**src/rtl/btn_conditioner_if.sv**
```systemverilog
// Button conditioner bus: raw pins in, debounced level and edge pulses out.
interface btn_conditioner_if #(
    parameter int unsigned N_BTN = 5
);
    logic [N_BTN-1:0] btn_raw;
    logic [N_BTN-1:0] btn_level;
    logic [N_BTN-1:0] btn_press;
    logic [N_BTN-1:0] btn_release;
    logic             any_press;

    // Driver of the raw pins, consumer of the conditioned outputs.
    modport master (
        output btn_raw,
        input  btn_level,
        input  btn_press,
        input  btn_release,
        input  any_press
    );

    // The conditioner itself.
    modport slave (
        input  btn_raw,
        output btn_level,
        output btn_press,
        output btn_release,
        output any_press
    );
endinterface

```
**src/rtl/btn_conditioner.sv**
```systemverilog
// Per-channel synchroniser, stability-counter debouncer and press/release edge detector.
module btn_conditioner #(
    parameter int unsigned N_BTN           = 5,
    parameter int unsigned DEBOUNCE_CYCLES = 1_000_000
) (
    input  logic              clk,
    input  logic              rst,
    btn_conditioner_if.slave  bus
);
    localparam int unsigned     CNT_W   = $clog2(DEBOUNCE_CYCLES);
    localparam logic [CNT_W-1:0] CNT_MAX = CNT_W'(DEBOUNCE_CYCLES - 1);

    logic [N_BTN-1:0] s1_q;
    logic [N_BTN-1:0] s2_q;
    logic [N_BTN-1:0] level_q,   level_d;
    logic [N_BTN-1:0] press_q,   press_d;
    logic [N_BTN-1:0] release_q, release_d;
    logic             any_q,     any_d;
    logic [CNT_W-1:0] cnt_q [N_BTN];
    logic [CNT_W-1:0] cnt_d [N_BTN];

    // Acceptance rule: a level change is taken only after DEBOUNCE_CYCLES consecutive mismatching samples.
    always_comb begin
        level_d   = level_q;
        press_d   = '0;
        release_d = '0;
        for (int unsigned i = 0; i < N_BTN; i++) begin
            cnt_d[i] = '0;
            if (s2_q[i] != level_q[i]) begin
                if (cnt_q[i] == CNT_MAX) begin
                    level_d[i]   = s2_q[i];
                    press_d[i]   = s2_q[i];
                    release_d[i] = ~s2_q[i];
                end else begin
                    cnt_d[i] = cnt_q[i] + CNT_W'(1);
                end
            end
        end
        any_d = |press_d;
    end

    // Synchroniser, counters and registered outputs.
    always_ff @(posedge clk) begin
        if (rst) begin
            s1_q      <= '0;
            s2_q      <= '0;
            level_q   <= '0;
            press_q   <= '0;
            release_q <= '0;
            any_q     <= 1'b0;
            for (int unsigned i = 0; i < N_BTN; i++) begin
                cnt_q[i] <= '0;
            end
        end else begin
            s1_q      <= bus.btn_raw;
            s2_q      <= s1_q;
            level_q   <= level_d;
            press_q   <= press_d;
            release_q <= release_d;
            any_q     <= any_d;
            for (int unsigned i = 0; i < N_BTN; i++) begin
                cnt_q[i] <= cnt_d[i];
            end
        end
    end

    assign bus.btn_level   = level_q;
    assign bus.btn_press   = press_q;
    assign bus.btn_release = release_q;
    assign bus.any_press   = any_q;
endmodule

```
**src/flat_wrapper.sv**
```systemverilog
// flat-port wrapper written by rule: the top's interface ports become plain ports
module btn_conditioner_flat 
#(
    parameter int unsigned N_BTN           = 5,
    parameter int unsigned DEBOUNCE_CYCLES = 1_000_000
)
  (clk, rst, bus_btn_raw, bus_btn_level, bus_btn_press, bus_btn_release, bus_any_press);
  btn_conditioner_if #(.N_BTN(N_BTN)) bus_i ();
  input  logic clk;
  input  logic rst;
  input wire logic [$bits(bus_i.btn_raw)-1:0] bus_btn_raw;
  output wire logic [$bits(bus_i.btn_level)-1:0] bus_btn_level;
  output wire logic [$bits(bus_i.btn_press)-1:0] bus_btn_press;
  output wire logic [$bits(bus_i.btn_release)-1:0] bus_btn_release;
  output wire logic [$bits(bus_i.any_press)-1:0] bus_any_press;
  assign bus_i.btn_raw = bus_btn_raw;
  assign bus_btn_level = bus_i.btn_level;
  assign bus_btn_press = bus_i.btn_press;
  assign bus_btn_release = bus_i.btn_release;
  assign bus_any_press = bus_i.any_press;
  btn_conditioner #(.N_BTN(N_BTN), .DEBOUNCE_CYCLES(DEBOUNCE_CYCLES)) u_core (.clk(clk), .rst(rst), .bus(bus_i));
endmodule
```
**config.mk**
```make
export PLATFORM = sky130hd
export DESIGN_NAME = btn_conditioner_flat
export DESIGN_NICKNAME = d
export VERILOG_FILES = /design/src/rtl/btn_conditioner_if.sv /design/src/rtl/btn_conditioner.sv /design/src/flat_wrapper.sv
export SDC_FILE = /design/constraint.sdc
export NUM_CORES = 1
export LEC_CHECK = 0
export CORE_MARGIN = 3
export CORE_UTILIZATION = 54
export DETAILED_ROUTE_END_ITERATION = 8
export PLACE_DENSITY_LB_ADDON = 0.05
export SLEW_MARGIN = 10
export SYNTH_ARGS = -nofsm -noshare
export SYNTH_HDL_FRONTEND = slang
export SYNTH_SLANG_ARGS = --single-unit
```
**constraint.sdc**
```tcl
create_clock -name clk -period 2.09 [get_ports clk]
set_clock_uncertainty 0.15 [all_clocks]
set_input_delay 0.209 -clock clk [delete_from_list [all_inputs] [get_ports clk]]
set_output_delay 0.209 -clock clk [all_outputs]
set_load 0.005 [all_outputs]
```
==> metrics.md, run 1 <==
| Metric | Value |
|---|---|
| Status | `completed` |
| Antenna violations before repair | `0` |
| Worst hold stages | `2` |
| Die ar. | `0.0113 mm2` |
| Layout overhead on the synthesized area | `23.2%` |
| Flop-to-flop setup slack | `0.09 ns` |
| Detailed Place HPWL | `7.46 mm` |
| Measured slew at the worst slew-check pin | `0.679 ns` |
| Worst Path Max Fanout | `9` |
| HP Class | `primary input to flip-flop` |
| Placer Congestion | `0.782` |
| Via density | `5.49` |
| PD cells | `821 mW/mm2` |
| Synth top area share | `0.465` |
| Crit path launch type | `flip-flop` |
| Clock buffer depth | `2` |
| Ys flop type | `dfxtp_1` |
| Asr flop ratio synth | `0` |
| WL per Instance | `13.9 um` |
| MaxCap Viol Count | `0` |
| Chip Height | `106 um` |
| Commonest non-fill, non-tap cells in the layout | `dfxtp_1 (120), nor2_1 (68), nand3_1 (34), a21oi_1 (34), xnor2_1 (33)` |
| Fraction of layout cells with a size suffix above 1 | `0.142` |
| Clk_lat worst skew | `0.52 ns` |
| # diodes | `0` |
| Clock transition at path regs | `0.06 ns` |
| TritonCTS clock tree | `yes` |
| Rel. slew slack | `0.543` |
| Worst Setup EP | `u_core.cnt_q[0][24]` |
| Most area-hungry cell type in the Yosys netlist | `dfxtp_1` |
| Final total power | `5480 uW` |
| Iteration-0 DRC Markers | `184` |
| FF-to-FF End | `u_core.cnt_q[0][24]` |
| Hold Fails Final Rpt | `0` |
| Post-synth EDFFs | `0` |
| Avg Inst Size Synth | `between 8 and 9 um2` |
| CP Launch Point | `u_core.cnt_q[0][39]` |
| Ports | `23` |
| Lkg Pwr | `0.00207 uW` |
| Root Buffer Master | `clkbuf_8` |
| First-pass DRT Iterations | `4` |
| Final Max Tran Viols | `0` |
| Final ANT Viol Nets | `0` |
| Starting density of the core | `0.570` |
| GRT Overall Usage | `0.208` |
| CP endpoint kind | `flip-flop` |
| Setup-failing EPs final | `0` |
| Worst r2r src | `u_core.cnt_q[0][39]` |
| CTS buffer count | `17` |
| DR DRC count | `0` |
| Seq/Total Area, Yosys | `0.465` |
| Synthesis-stage register bit count | `126` |
| Post-layout util | `0.702` |
| # nets final | `a little under 700` |
| Crit path kind | `flip-flop to flip-flop` |
| Reg2Reg Depth | `5` |
| Crit path arrival time | `between 2 and 2.5 ns` |
| Max Fclk | `499 MHz` |
| Final period util | `0.959` |
| Mapped Cells | `610` |
| Netlist cell types | `40` |
| Mapped Area | `0.00542 mm2` |
| CP required | `2.35 ns` |
| Largest net degree at the start of global routing | `31` |
| Routed WL | `11.2 mm` |
| Unrepaired setup endpoints after global routing | `no` |
| H-tree depth | `4` |
| Number of global-route vias before repair | `4246` |
| Synth warn | `0` |
| Top cells by area, synth | `dfxtp_1 (47%), xnor2_1 (5.3%), nor2_1 (5.1%)` |
| Post-CTS Hold Buffers | `0` |
| Peak VDD IR | `608 uV` |
| Port bufs | `22` |
| Total core area | `about 0.0095 mm2` |
| Final Critical Period | `between 2 and 2.5 ns` |
| Most common cell after layout, fill and taps aside | `dfxtp_1` |
| Vias after detailed routing | `4447` |
| Fin area | `0.00667 mm2` |
| Placed Instances | `roughly 770` |
| Rows | `35` |
| Dpl cell area | `0.00595 mm2` |
| Syn Nets | `~620` |
| Final global-route overflow total | `0` |
| First-pass GRT wire length | `between 15 and 20 mm` |
| CTS sink count | `~130` |
| Die Wd | `106 um` |
| Post-Layout Cell Count | `810` |
worst max-delay path: stages, from the launching register on:
cell     delay, ns
dfxtp_1       0.35
or3b_4        0.38
or4_4         0.56
o21ai_4       0.20
buf_4         0.19
nor2_1        0.06
power by group:
group	switching (uW)	internal (uW)
clock network	1040	1950
registers	7.62	2410
logic	37.9	33.8
total	1080	4400
registers in the layout, indices dropped and copies added (netlist names):
signal / flops
u_core.bus.btn_release: 5
u_core.bus.btn_level: 5
u_core.bus.btn_press: 5
u_core.cnt_q: 100
u_core.s1_q: 5
u_core.s2_q: 5
u_core.bus.any_press: 1
worst min path at each step:
stage,from,endpoint
floorplan,bus_btn_raw[0],u_core.s1_q[0]
global placement,u_core.s1_q[2],u_core.s2_q[2]
detailed placement,u_core.s1_q[1],u_core.s2_q[1]
CTS,bus_btn_raw[0],u_core.s1_q[0]
global route,bus_btn_raw[1],u_core.s1_q[1]
finish,bus_btn_raw[0],u_core.s1_q[0]
layout make-up:
cell class              count  area [um2]
repair buffers             56         502
inverters                  21        78.8
clock buffers              19         432
fillers                   746        2830
multi-input cells         447        2800
clock inverters            12         169
well taps                 129         161
flip-flops and latches    126        2530
synth_stat cells, drive strengths merged (11+ instances only):
cell type,instances
o21ai,23
o31ai,12
nor2,74
inv,21
xor2,30
dfxtp,126
or4,16
xnor2,33
nor2b,11
nand3,34
nor3,15
nand2,31
nor4,12
and4,15
or3,19
nand4,31
a21oi,37
logic make-up after synthesis:
logic type | count (synthesis) | share of synthesized area
buffers and inverters | 37 | 0.0300
adders and majority gates | 5 | 0.0115
and+or+nand+nor | 302 | 0.309
DFF | 126 | 0.465
xor gates and xnor gates | 63 | 0.102
AOI/OAI and AO/OA | 77 | 0.0824
metal layers:
layer,wire [um],GRT usage
met3,350,0.0589
met4,105,0.0555
met1,5310,0.263
met5,0,0
met2,5470,0.347
per-stage QoR:
| stage | worst slack, ns | TNS [ns] | hold WS, ns |
|---|---|---|---|
| after floorplan | 0.0767 | 0 | 0.187 |
| after global placement | 0.109 | 0 | 0.268 |
| after detailed placement | -0.00727 | -0.00727 | 0.271 |
| after CTS | 0.00713 | 0 | 0.0897 |
| after global routing | 0.00207 | 0 | 0.114 |
| final | 0.0867 | 0 | 0.0933 |
repair_timing:
item | CTS | global route
gates cloned | 0 | 3
endpoints found under the hold margin | 0 | 0
setup buffers | 0 | 3
pin swaps | 0 | 9
endpoints found under the setup margin | 5 | 46
gates resized for setup | 1 | 31
(Power assumes the default switching activity.)
==> inputs of run 2 (changes only) <==
--- a/config.mk
+++ b/config.mk
@@ -9,6 +9,7 @@
 export CORE_UTILIZATION = 54
 export DETAILED_ROUTE_END_ITERATION = 8
 export PLACE_DENSITY_LB_ADDON = 0.05
+export SKIP_CTS_REPAIR_TIMING = 1
 export SLEW_MARGIN = 10
 export SYNTH_ARGS = -nofsm -noshare
 export SYNTH_HDL_FRONTEND = slang
==> metrics.md, run 2 (same netlist as run 1, synthesis figures left out) <==
| Metric | Value |
|---|---|
| Switching pwr | `around 1100 uW` |
| Clock buffer depth | `2` |
| Clock transition at path regs | `approximately 0.06 ns` |
| Ports | `23` |
| Final Max Tran Viols | `0` |
| Highest Signal Layer | `met4` |
| Die Wd | `106 um` |
| Max reg flops | `100` |
| Seq pwr share | `0.442` |
| Total core area | `0.00950 mm2` |
| Final total power | `5480 uW` |
| Commonest non-fill, non-tap cells in the layout | `dfxtp_1 (120), nor2_1 (68), nand3_1 (34), a21oi_1 (34), xnor2_1 (33)` |
| Switching part of the total | `0.197` |
| CP max stage cell | `or4_4` |
| # nets final | `681` |
| Routed WL | `approximately 11 mm` |
| Final Critical Period | `2.01 ns` |
| Antenna violations before repair | `0` |
| Rows | `35` |
| PD cells | `820 mW/mm2` |
| TritonCTS clock tree | `yes` |
| DR DRC count | `0` |
| HP Class | `primary input to flip-flop` |
| Root Buffer Master | `clkbuf_8` |
| Layout overhead on the synthesized area | `23.2%` |
| Delay-heaviest family, CP | `simple AND/OR/NAND/NOR gates` |
| # diodes | `0` |
| Crit path launch type | `flip-flop` |
| Metal3 WL | `roughly 350 um` |
| Worst Path Max Fanout | `9` |
| Unrepaired setup endpoints after global routing | `no` |
| Largest reg by FF count | `u_core.cnt_q` |
| CP required | `2.35 ns` |
| Crit path arrival time | `approximately 2.3 ns` |
| Internal power | `4400 uW` |
| Worst hold stages | `2` |
| Max Fclk | `499 MHz` |
| Iteration-0 DRC Markers | `181` |
| Setup TNS | `0 ns` |
| Final global-route overflow total | `0` |
| MaxCap Viol Count | `0` |
| Hold Fails Final Rpt | `0` |
| WL per Instance | `13.9 um` |
| Number of global-route vias before repair | `4257` |
| Fraction of layout cells with a size suffix above 1 | `0.142` |
| Starting density of the core | `0.570` |
| First-pass DRT Iterations | `4` |
| Clk pwr share | `0.545` |
| Chip Height | `106 um` |
| Most common cell after layout, fill and taps aside | `dfxtp_1` |
| Lkg Pwr | `0.00207 uW` |
| CTS sink count | `126` |
| Met2 WL | `5.47 mm` |
| Crit-path max cell delay | `between 0.5 and 0.6 ns` |
| Final ANT Viol Nets | `0` |
| Peak VDD IR | `607 uV` |
| Crit path kind | `flip-flop to flip-flop` |
| Die ar. | `around 0.011 mm2` |
| Measured slew at the worst slew-check pin | `slightly below 0.7 ns` |
| Rel. slew slack | `0.544` |
| Setup-failing EPs final | `0` |
| GRT Overall Usage | `0.207` |
| Combinational power share | `0.013` |
| H-tree depth | `4` |
| Port bufs | `22` |
| Vias after detailed routing | `~4500` |
| Placer Congestion | `roughly 0.78` |
| DRT met1 WL | `approximately 5.3 mm` |
| CP endpoint kind | `flip-flop` |
| CTS buffer count | `17` |
| First-pass GRT wire length | `19.2 mm` |
| Buf/Inv on CP | `1` |
| Detailed Place HPWL | `7.46 mm` |
| Largest net degree at the start of global routing | `31` |
| Reg2Reg Depth | `5` |
| Via density | `5.50` |
| Crit path depth | `5` |
| Clk_lat worst skew | `0.52 ns` |
| Cell breakdown of the critical path | `or3b_4 -> or4_4 -> o21ai_4 -> buf_4 -> nor2_1` |
| Final period util | `0.959` |
| Status | `completed` |
[run 2: worst paths after layout]
path | from | end | slack [ns]
hold / removal | bus_btn_raw[0] | u_core.s1_q[0] | 0.09
setup reg to reg | u_core.cnt_q[0][39] | u_core.cnt_q[0][24] | 0.08
setup / recovery | u_core.cnt_q[0][39] | u_core.cnt_q[0][24] | 0.08
hold reg to reg | u_core.s1_q[1] | u_core.s2_q[1] | 0.29
[run 2: routing by layer]
metal	track usage	up-vias
li1	-	2311
met1	0.263	2085
met2	0.345	51
met3	0.0589	9
met4	0.0555	0
met5	0	-
[run 2: worst reg2reg max path, cell delays in order (launching register included)]
cell and delay, ns:
dfxtp_1 0.35, or3b_4 0.38, or4_4 0.56, o21ai_4 0.20, buf_4 0.19, nor2_1 0.06
[run 2: final cells by class]
class / instances / area [um2]
clock buffer: 19 / 432
fill: 746 / 2830
timing repair buffer: 56 / 502
inverter: 21 / 78.8
sequential: 126 / 2530
multi-input combinational: 447 / 2800
clock inverter: 12 / 169
tap: 129 / 161
[run 2: metrics by stage]
stage	cells	hold slack, ns	util	instance area, um2	worst slack (ns)
2_1_floorplan	610	0.187	-	5420	0.0767
3_3_place_gp	773	0.268	0.626	5950	0.109
3_5_place_dp	773	0.271	0.626	5950	-0.00727
4_1_cts	804	0.0897	0.690	6550	-0.0172
5_1_grt	810	0.114	0.702	6670	0.00207
6_report	810	0.0938	0.702	6670	0.0848
[run 2: power by group through the flow]
stage	combinational [uW]	sequential [uW]	clock (uW)
floorplan	36.1	2470	0
global placement	64.2	2470	0
detailed placement	66.0	2470	0
CTS	66.6	2420	3020
global route	80.5	2420	3140
finish	71.7	2420	2980
